--- src/rtl/rtc_pkg.sv ---
// rtc_pkg: shared ASCII codes, UART state encoding and BCD time layout for the RTC time-set path
package rtc_pkg;
  localparam logic [7:0] ASC_0 = 8'h30;
  localparam logic [7:0] ASC_9 = 8'h39;
  localparam logic [7:0] ASC_CR = 8'h0D;
  localparam logic [7:0] ASC_LF = 8'h0A;
  typedef enum logic [1:0] {IDLE, START, DATA, STOP} uart_state_t;
  typedef struct packed {
    logic [1:0] hr1;
    logic [3:0] hr0;
    logic [2:0] min1;
    logic [3:0] min0;
    logic [2:0] sec1;
    logic [3:0] sec0;
  } bcd_time_t;
  // Tens digits arrive as full 4-bit values so out-of-range digits are rejected before narrowing.
  function automatic logic time_ok(input logic [3:0] h1, input logic [3:0] h0, input logic [3:0] m1, input logic [3:0] s1);
    return h1 <= 4'd2 && !(h1 == 4'd2 && h0 > 4'd3) && m1 <= 4'd5 && s1 <= 4'd5;
  endfunction
endpackage

--- src/rtl/uart_rx_byte.sv ---
// uart_rx_byte: 8N1 receiver with 16x oversampling, start-glitch rejection and stop-bit check
// clk, rst (async active-low), rxd (raw line) -> rx_data, byte_valid (1-clk), frame_err (1-clk), busy
module uart_rx_byte
  import rtc_pkg::*;
#(
  parameter int div16x = 27
) (
  input  logic       clk,
  input  logic       rst,
  input  logic       rxd,
  output logic [7:0] rx_data,
  output logic       byte_valid,
  output logic       frame_err,
  output logic       busy
);
  localparam int CW = $clog2(div16x);
  logic [1:0] sync;
  logic rxd_s;
  logic rxd_d;
  logic tick;
  logic [CW-1:0] cnt;
  logic [3:0] phase;
  logic [2:0] bitn;
  uart_state_t st;
  assign rxd_s = sync[1];
  assign tick = cnt == CW'(div16x - 1);
  always_ff @(posedge clk or negedge rst)
    if (!rst) begin
      sync <= 2'b11;
      rxd_d <= 1'b1;
      cnt <= '0;
    end else begin
      sync <= {sync[0], rxd};
      rxd_d <= rxd_s;
      cnt <= tick ? '0 : cnt + CW'(1);
    end
  always_ff @(posedge clk or negedge rst)
    if (!rst) begin
      st <= IDLE;
      phase <= '0;
      bitn <= '0;
      rx_data <= '0;
      byte_valid <= 1'b0;
      frame_err <= 1'b0;
      busy <= 1'b0;
    end else begin
      byte_valid <= 1'b0;
      frame_err <= 1'b0;
      case (st)
        IDLE:
          if (rxd_d && !rxd_s) begin
            phase <= '0;
            busy <= 1'b1;
            st <= START;
          end
        START:
          if (tick) begin
            phase <= phase + 4'd1;
            // A line that is high again at mid-start was only a glitch.
            if (phase == 4'd7) begin
              phase <= '0;
              bitn <= '0;
              busy <= !rxd_s;
              st <= rxd_s ? IDLE : DATA;
            end
          end
        DATA:
          if (tick) begin
            phase <= phase + 4'd1;
            if (phase == 4'd15) begin
              rx_data <= {rxd_s, rx_data[7:1]};
              bitn <= bitn + 3'd1;
              if (bitn == 3'd7) st <= STOP;
            end
          end
        STOP:
          if (tick) begin
            phase <= phase + 4'd1;
            if (phase == 4'd15) begin
              busy <= 1'b0;
              byte_valid <= rxd_s;
              frame_err <= !rxd_s;
              st <= IDLE;
            end
          end
        default: st <= IDLE;
      endcase
    end
endmodule

--- src/rtl/rtc_serial_set.sv ---
// rtc_serial_set: parses "HHMMSS<CR>" from a UART line into range-checked BCD time with a load strobe
// clk, rst (async active-low), rxd -> load, hr1/hr0/min1/min0/sec1/sec0, frame_err, fmt_err, busy
module rtc_serial_set
  import rtc_pkg::*;
#(
  parameter int div16x = 27,
  parameter bit lf_ignore = 1'b1
) (
  input  logic       clk,
  input  logic       rst,
  input  logic       rxd,
  output logic       load,
  output logic [1:0] hr1,
  output logic [3:0] hr0,
  output logic [2:0] min1,
  output logic [3:0] min0,
  output logic [2:0] sec1,
  output logic [3:0] sec0,
  output logic       frame_err,
  output logic       fmt_err,
  output logic       busy
);
  logic [7:0] rx_data;
  logic byte_valid;
  logic is_dig;
  logic ok;
  logic commit;
  logic [2:0] idx;
  logic [3:0] stg [6];
  bcd_time_t tm;
  uart_rx_byte #(.div16x(div16x)) u_rx (
    .clk(clk),
    .rst(rst),
    .rxd(rxd),
    .rx_data(rx_data),
    .byte_valid(byte_valid),
    .frame_err(frame_err),
    .busy(busy)
  );
  always_comb begin
    is_dig = rx_data >= ASC_0 && rx_data <= ASC_9;
    ok = time_ok(stg[0], stg[1], stg[2], stg[4]);
  end
  assign {hr1, hr0, min1, min0, sec1, sec0} = tm;
  always_ff @(posedge clk or negedge rst)
    if (!rst) begin
      idx <= '0;
      stg <= '{default: '0};
      commit <= 1'b0;
      load <= 1'b0;
      fmt_err <= 1'b0;
      tm <= '0;
    end else begin
      fmt_err <= 1'b0;
      commit <= 1'b0;
      load <= commit;
      // Staging cannot change between commit and copy: the next byte is a full frame away.
      if (commit) tm <= {stg[0][1:0], stg[1], stg[2][2:0], stg[3], stg[4][2:0], stg[5]};
      if (frame_err) idx <= '0;
      else if (byte_valid) begin
        if (is_dig && idx < 3'd6) begin
          stg[idx] <= rx_data[3:0];
          idx <= idx + 3'd1;
        end else if (rx_data == ASC_CR && idx == 3'd6 && ok) begin
          commit <= 1'b1;
          idx <= '0;
        end else if (!(lf_ignore && rx_data == ASC_LF)) begin
          fmt_err <= 1'b1;
          idx <= '0;
        end
      end
    end
endmodule

--- config.mk ---
export PLATFORM = sky130hd
export DESIGN_NAME = rtc_serial_set
export DESIGN_NICKNAME = d
export VERILOG_FILES = /design/src/rtl/rtc_pkg.sv /design/src/rtl/uart_rx_byte.sv /design/src/rtl/rtc_serial_set.sv
export SDC_FILE = /design/constraint.sdc
export NUM_CORES = 1
export LEC_CHECK = 0
export ABC_AREA = 1
export BUFFER_PORTS_ARGS = -buffer_cell sky130_fd_sc_hd__buf_2
export CORE_MARGIN = 2
export CORE_UTILIZATION = 59
export DETAILED_ROUTE_END_ITERATION = 10
export PLACE_DENSITY = 0.81
export SLEW_MARGIN = 0
export SYNTH_ARGS = -nofsm -noshare
export SYNTH_HDL_FRONTEND = slang
export SYNTH_SLANG_ARGS = --single-unit
--- constraint.sdc ---
create_clock -name clk -period 1.5 [get_ports clk]
set_input_delay 0.075 -clock clk [delete_from_list [all_inputs] [get_ports clk]]
set_output_delay 0.075 -clock clk [all_outputs]
set_load 0.02 [all_outputs]
==> flow_summary_export.csv, run 1 <==
group,metric,value,unit
setup_path,critPathBufInv,2,
global_routing,grt_pass1_vias,2459,
place,hpwl,4460,µm
detailed_routing,wirelength,6490,µm
setup_path,cpPeakStageDelay,0.40,ns
final_layout,final-seq-area,1960,µm²
detailed_routing,vias,2508,
setup_path,cp_max_fo,8,
clock_network,cts_max_level,3,
final_layout,num_antenna_cells,0,
setup_path,arrival,1.69,ns
setup_path,r2r_cells,8,
floorplanning,row_count,27,
detailed_routing,drc,0,
clock_network,worstSkewPairLatency,0.35,ns
sta,slew_headroom,0.733,
final_layout,final_common_cell,"nand2_1",
clock_network,cts_sinks,78,
logic_synthesis,yosysTopAreaCell,"dfrtp_1",
floorplanning,core,5610,µm²
hold_path,hp-class,"input port to async pin",
sta,slew_viol_final,0,
status,status,"complete, no violations",
clock_network,cts.reportedPaths.clkPinSlew,0.08,ns
power_and_ir_drop,ir_drop,953,µV
final_layout,multi_input_area,1430,µm²
logic_synthesis,synth_area,3480,µm²
job,maxCapViolations,0,
final_layout,final_nets,405,
global_routing,antenna_found_initial,0,
detailed_routing,drt_iter0_drc,135,
logic_synthesis,synthTopCellsByArea,"dfrtp_1 54%, nand2_1 9.6%, mux2_2 5.5%",
floorplanning,ioPinCount,27,
setup_path,required,1.74,ns
sta,setup-violations-final,0,
setup_path,end_kind,"flop",
logic_synthesis,synth_cells,344,
setup_path,critical_path_class,"flop to flop",
clock_network,cts_root_buf,"clkbuf_8",
floorplanning,die_w,80.8,µm
setup_path,critPathTopFamily,"simple AND/OR/NAND/NOR gates",
logic_synthesis,syn_nets,354,
floorplanning,die_area,6520,µm²
setup_path,r2r-start,"u_rx.cnt[0]",
sta,min_period_over_period,0.969,
global_routing,grt_pass1_wl,10900,µm
detailed_routing,viasPerCell,5.31,
logic_synthesis,synth_seq_area_share,0.563,
power_and_ir_drop,leakagePower,2.02,nW
sta,worst_pin_slew,0.400,ns
final_layout,most-common-layout-cells,"84 x nand2_1, 74 x dfrtp_1, 26 x inv_1, 25 x o21ai_1, 25 x buf_2",
global_routing,globalRouteOverflowTotal,0,
setup_path,rr_endpoint,"u_rx.rx_data[0]",
sta,fin_skew,0.00931,ns
logic_synthesis,yosys_warnings,0,
sta,finalHoldViolations,0,
place,gp_congestion,0.883,
clock_network,numCtsBuffers,9,
final_layout,fin_util,0.736,
setup_path,slowest_stage,"dfrtp_1",
sta,finalWorstPathRequiredPeriod,1.45,ns
floorplanning,die_height,80.8,µm
sta,whs,0.169,ns
logic_synthesis,ys_ff_latch,78,
sta,max_freq,688,MHz
setup_path,cp-start-kind,"flop",
logic_synthesis,syn_area_per_cell,10.1,µm²
place,portBuffers,26,
logic_synthesis,yosysUniqueCellTypes,29,
final_layout,syn_to_final_growth,18.7,%
floorplanning,start_util,0.620,
logic_synthesis,netlist.area_leader.share,0.540,
setup_path,worstPathCellList,"inv_2 > ha_4 > nand4_1 > nor2_2 > nand2_4 > buf_12 > nand2_1 > o21ai_2",
clock_network,cts_tree,"done",
detailed_routing,ant_nets,0,
clock_network,cts_buffer_depth,2,
setup_path,r2r_setup_slack,0.05,ns
global_routing,grt_max_degree,30,
power_and_ir_drop,power-per-cell-area,1090,nW/µm²
final_layout,drive_above_1_share,0.295,
final_layout,fill_cells,391,
global_routing,track_usage,0.220,
detailed_routing,drtPass1Iterations,4,
detailed_routing,wl_per_cell,13.7,µm
cell usage after synthesis:
library cell and n:
nand2_4 1, mux2i_1 1, nor3_1 4, nor2_1 23, o21ai_1 24, dfrtp_1 75
nand2_1 89, mux2_2 17, inv_2 3, inv_1 28, nand3_1 16, xor2_1 4
buf_6 1, dfstp_2 3, nor2_8 1, o21ai_0 9, nor2_2 4, nand3b_1 1
nand2_2 2, nand3_4 7, nand4_1 3, nor2_4 2, a21oi_1 6, o21ai_2 8
ha_1 7, buf_2 2, a21oi_4 1, nand3_2 1, inv_4 1
power breakdown:
| group | switching, W | internal [W] | total [W] |
|---|---|---|---|
| Sequential | 0.0000851 | 0.00216 | 0.00225 |
| Combinational | 0.000357 | 0.000164 | 0.000521 |
| Clock | 0.000749 | 0.000986 | 0.00173 |
| Total | 0.00119 | 0.00331 | 0.00450 |
logic make-up after synthesis:
logic type                 synth area share
muxes                                0.0580
and+or+nand+nor                       0.222
adders and majority gates            0.0252
xor gates and xnor gates             0.0101
DFF                                   0.563
AOI/OAI and AO/OA                    0.0810
buffers and inverters                0.0414
state kept, by name, indices dropped and copies added (netlist names), 4 cells and up, named ones only:
register	flops
stg	24
u_rx.rx_data	8
u_rx.cnt	5
hr0	4
min0	4
sec0	4
u_rx.phase	4
routing by layer:
layer / up-vias / wire, µm / track usage
met2: 55 / 3230 / 0.361
met1: 1213 / 2940 / 0.286
met4: 0 / 84 / 0.0983
li1: 1229 / - / -
met3: 11 / 235 / 0.0433
met5: - / 0 / 0
how the worst max path moves through the flow:
stage / cells after the start / from / slack (ns) / end
2_1_floorplan: 9 / u_rx.cnt[0] / 0.13 / flop
4_1_cts: 9 / u_rx.cnt[0] / 0.06 / flop
5_1_grt: 8 / u_rx.cnt[0] / -0.03 / u_rx.rx_data[4]
6_report: 8 / u_rx.cnt[0] / 0.05 / u_rx.rx_data[0]
3_5_place_dp: 8 / u_rx.phase[0] / -0.01 / u_rx.bitn[1]
3_3_place_gp: 8 / u_rx.phase[0] / 0.08 / u_rx.bitn[1]
metrics by stage:
| step | total power, W | cell area, µm² | TNS [ns] | instances | setup WS (ns) |
|---|---|---|---|---|---|
| 6_report | 0.00450 | 4130 | 0 | 472 | 0.0467 |
| 5_1_grt | 0.00471 | 4130 | -0.152 | 472 | -0.0290 |
| 4_1_cts | 0.00449 | 4050 | 0 | 470 | 0.0590 |
| 3_5_place_dp | 0.00273 | 3780 | -0.0121 | 451 | -0.0121 |
| 3_3_place_gp | 0.00270 | 3780 | 0 | 451 | 0.0785 |
| 2_1_floorplan | 0.00258 | 3480 | 0 | 344 | 0.129 |
layout make-up:
| type | instances | share of cell area |
|---|---|---|
| Clock buffer | 11 | 0.0343 |
| Clock inverter | 5 | 0.0197 |
| Inverter | 32 | 0.0297 |
| Multi-Input combinational cell | 231 | 0.346 |
| Sequential cell | 78 | 0.474 |
| Tap cell | 72 | 0.0218 |
| Timing Repair Buffer | 43 | 0.0746 |
what timing repair did:
item                       in CTS  in global routing
hold buffers                    2                  0
setup buffers                   1                  1
setup endpoints to repair       4                 15
pin swaps                       1                  4
cloned                          0                  1
resized for setup               2                 14
hold endpoints to repair       76                  0
Note: power is estimated with default switching activity, not from simulation.
==> inputs of run 2 (changes only) <==
--- a/config.mk
+++ b/config.mk
@@ -7,9 +7,10 @@
 export LEC_CHECK = 0
 export ABC_AREA = 1
 export BUFFER_PORTS_ARGS = -buffer_cell sky130_fd_sc_hd__buf_2
-export CORE_MARGIN = 2
+export CORE_MARGIN = 1
 export CORE_UTILIZATION = 59
 export DETAILED_ROUTE_END_ITERATION = 10
+export HOLD_SLACK_MARGIN = 0.03
 export PLACE_DENSITY = 0.81
 export SLEW_MARGIN = 0
 export SYNTH_ARGS = -nofsm -noshare
==> constraint.sdc (replaced) <==
create_clock -name clk -period 1.8 [get_ports clk]
set_input_delay 0.09 -clock clk [delete_from_list [all_inputs] [get_ports clk]]
set_output_delay 0.09 -clock clk [all_outputs]
set_load 0.02 [all_outputs]
==> run 2 against run 1 <==
Against the previous run:
- sequential share of layout area rose by 1.6 points
- largest cell class unchanged
- hold slack improved by 0.12 ns
- register-to-register slack improved by 0.19 ns
- die area fell by 4.9%
- flip-flop and latch count did not move
- critical path depth did not move
- fmax fell by 7.3%
- global-route usage rose by 1.6 points
- final cell count fell by 2.3%
- total power fell by 15%
- via count fell by 2.2%
- first-iteration DRC count fell by 6.7%
==> flow_summary_export.csv, run 2 (synthesized netlist as in run 1, its figures left out) <==
group,metric,value,unit
clock_network,cts_root_buf,"clkbuf_8",
global_routing,grt_max_degree,49,
floorplanning,die_height,78.8,µm
detailed_routing,ant_nets,0,
sta,finalWorstPathRequiredPeriod,1.57,ns
global_routing,globalRouteOverflowTotal,0,
power_and_ir_drop,power.total,0.00385,W
floorplanning,ioPinCount,27,
detailed_routing,drtPass1Iterations,4,
sta,min_period_over_period,0.871,
final_layout,num_antenna_cells,0,
place,gp_congestion,0.871,
setup_path,cp_max_fo,19,
setup_path,cp-startpoint,"u_rx.phase[0]",
setup_path,rr_endpoint,"u_rx.bitn[1]",
final_layout,final_common_cell,"nand2_1",
sta,slew_viol_final,0,
sta,fin_skew,0.00805,ns
final_layout,fill_cells,417,
final_layout,drive_above_1_share,0.247,
setup_path,required,2.04,ns
clock_network,cts_tree,"done",
global_routing,antenna_found_initial,0,
detailed_routing,wl_per_cell,13.9,µm
clock_network,cts_sinks,78,
power_and_ir_drop,ir_drop,698,µV
detailed_routing,viasPerCell,5.32,
global_routing,grt_pass1_vias,2409,
final_layout,largest_reg_flops,24,
final_layout,top_register,"stg",
final_layout,syn_to_final_growth,14.7,%
clock_network,cts.reportedPaths.clkPinSlew,0.08,ns
floorplanning,start_util,0.620,
sta,rsz0062_at_grt,"no",
floorplanning,row_count,27,
status,status,"complete, no violations",
detailed_routing,wirelength,6410,µm
final_layout,final_nets,394,
setup_path,arrival,1.81,ns
sta,worst_pin_slew,0.608,ns
detailed_routing,drc,0,
clock_network,cts_buffer_depth,2,
setup_path,cp-start-kind,"flop",
clock_network,worstSkewPairLatency,0.35,ns
sta,setup-tns-final,0,ns
job,maxCapViolations,0,
power_and_ir_drop,power-per-cell-area,965,nW/µm²
final_layout,largestRegisters,"stg (24), u_rx.rx_data (8), u_rx.cnt (5)",
global_routing,grt_pass1_wl,11100,µm
sta,max_freq,638,MHz
setup_path,critical_path_class,"flop to flop",
sta,whs,0.285,ns
setup_path,r2r-start,"u_rx.phase[0]",
detailed_routing,drt_iter0_drc,126,
setup_path,r2r_cells,8,
sta,setup-violations-final,0,
place,portBuffers,26,
setup_path,r2r_setup_slack,0.23,ns
clock_network,cts_resized,0,
clock_network,numCtsBuffers,9,
sta,slew_headroom,0.595,
detailed_routing,vias,2452,
power_and_ir_drop,leakagePower,1.96,nW
sta,finalHoldViolations,0,
floorplanning,die_w,78.8,µm
setup_path,end_kind,"flop",
place,hpwl,4500,µm
clock_network,cts_max_level,3,
hold_path,hp-class,"input port to async pin",
final_layout,most-common-layout-cells,"89 x nand2_1, 75 x dfrtp_1, 28 x inv_1, 25 x buf_2, 24 x o21ai_1",
floorplanning,core,5610,µm²
floorplanning,die_area,6200,µm²
global_routing,track_usage,0.236,
[run 2: changes by cell type in the layout (fill, tap and decap cells not counted), sizes merged]
cell / before / now
buf: 40 / 30
bufinv: 2 / 3
clkbuf: 12 / 11
inv: 33 / 32
[run 2: worst max-delay path, cell delays in order (launching register included)]
cell and delay [ns]:
dfrtp_1 0.40, ha_1 0.25, nand3_2 0.13, nor2_2 0.20
nand2_4 0.18, nand2_1 0.12, inv_1 0.06, nand2_1 0.06
nand2_1 0.05
[run 2: how the worst max path moves through the flow]
stage	endpoint
6_report	u_rx.bitn[1]
3_3_place_gp	flop
3_5_place_dp	flop
2_1_floorplan	flop
4_1_cts	u_rx.bitn[1]
5_1_grt	u_rx.bitn[1]
[run 2: where the power goes]
group / internal, W / switching (W)
Sequential: 0.00180 / 0.0000618
Combinational: 0.000117 / 0.000273
Clock: 0.000962 / 0.000632
Total: 0.00288 / 0.000967
[run 2: repair_timing]
action / in CTS / in global routing
hold buffers: 2 / 0
hold endpoints to repair: 44 / 0
buffers inserted: 0 / 0
[run 2: final cells by class]
class                      count  area, µm²  area share
inverter                      32        123      0.0308
sequential                    78       1960       0.490
tap                           72       90.1      0.0226
clock inverter                 5        106      0.0267
multi-input combinational    231       1380       0.345
clock buffer                  11        141      0.0355
timing repair buffer          32        195      0.0489
[run 2: per-stage QoR]
step	cell area, µm²	setup slack, ns	util	cells
floorplan	3480	0.429	-	344
global placement	3720	0.350	0.663	443
detailed placement	3720	0.253	0.663	443
CTS	3990	0.234	0.711	461
finish	3990	0.232	0.711	461
global route	3990	0.104	0.711	461
[run 2: metal layers]
layer | global-route usage | vias up | share of wire
met5 | 0 | - | 0
met4 | 0.111 | 0 | 0.019
met3 | 0.0379 | 11 | 0.031
met2 | 0.402 | 58 | 0.51
met1 | 0.294 | 1180 | 0.44
li1 | - | 1203 | -
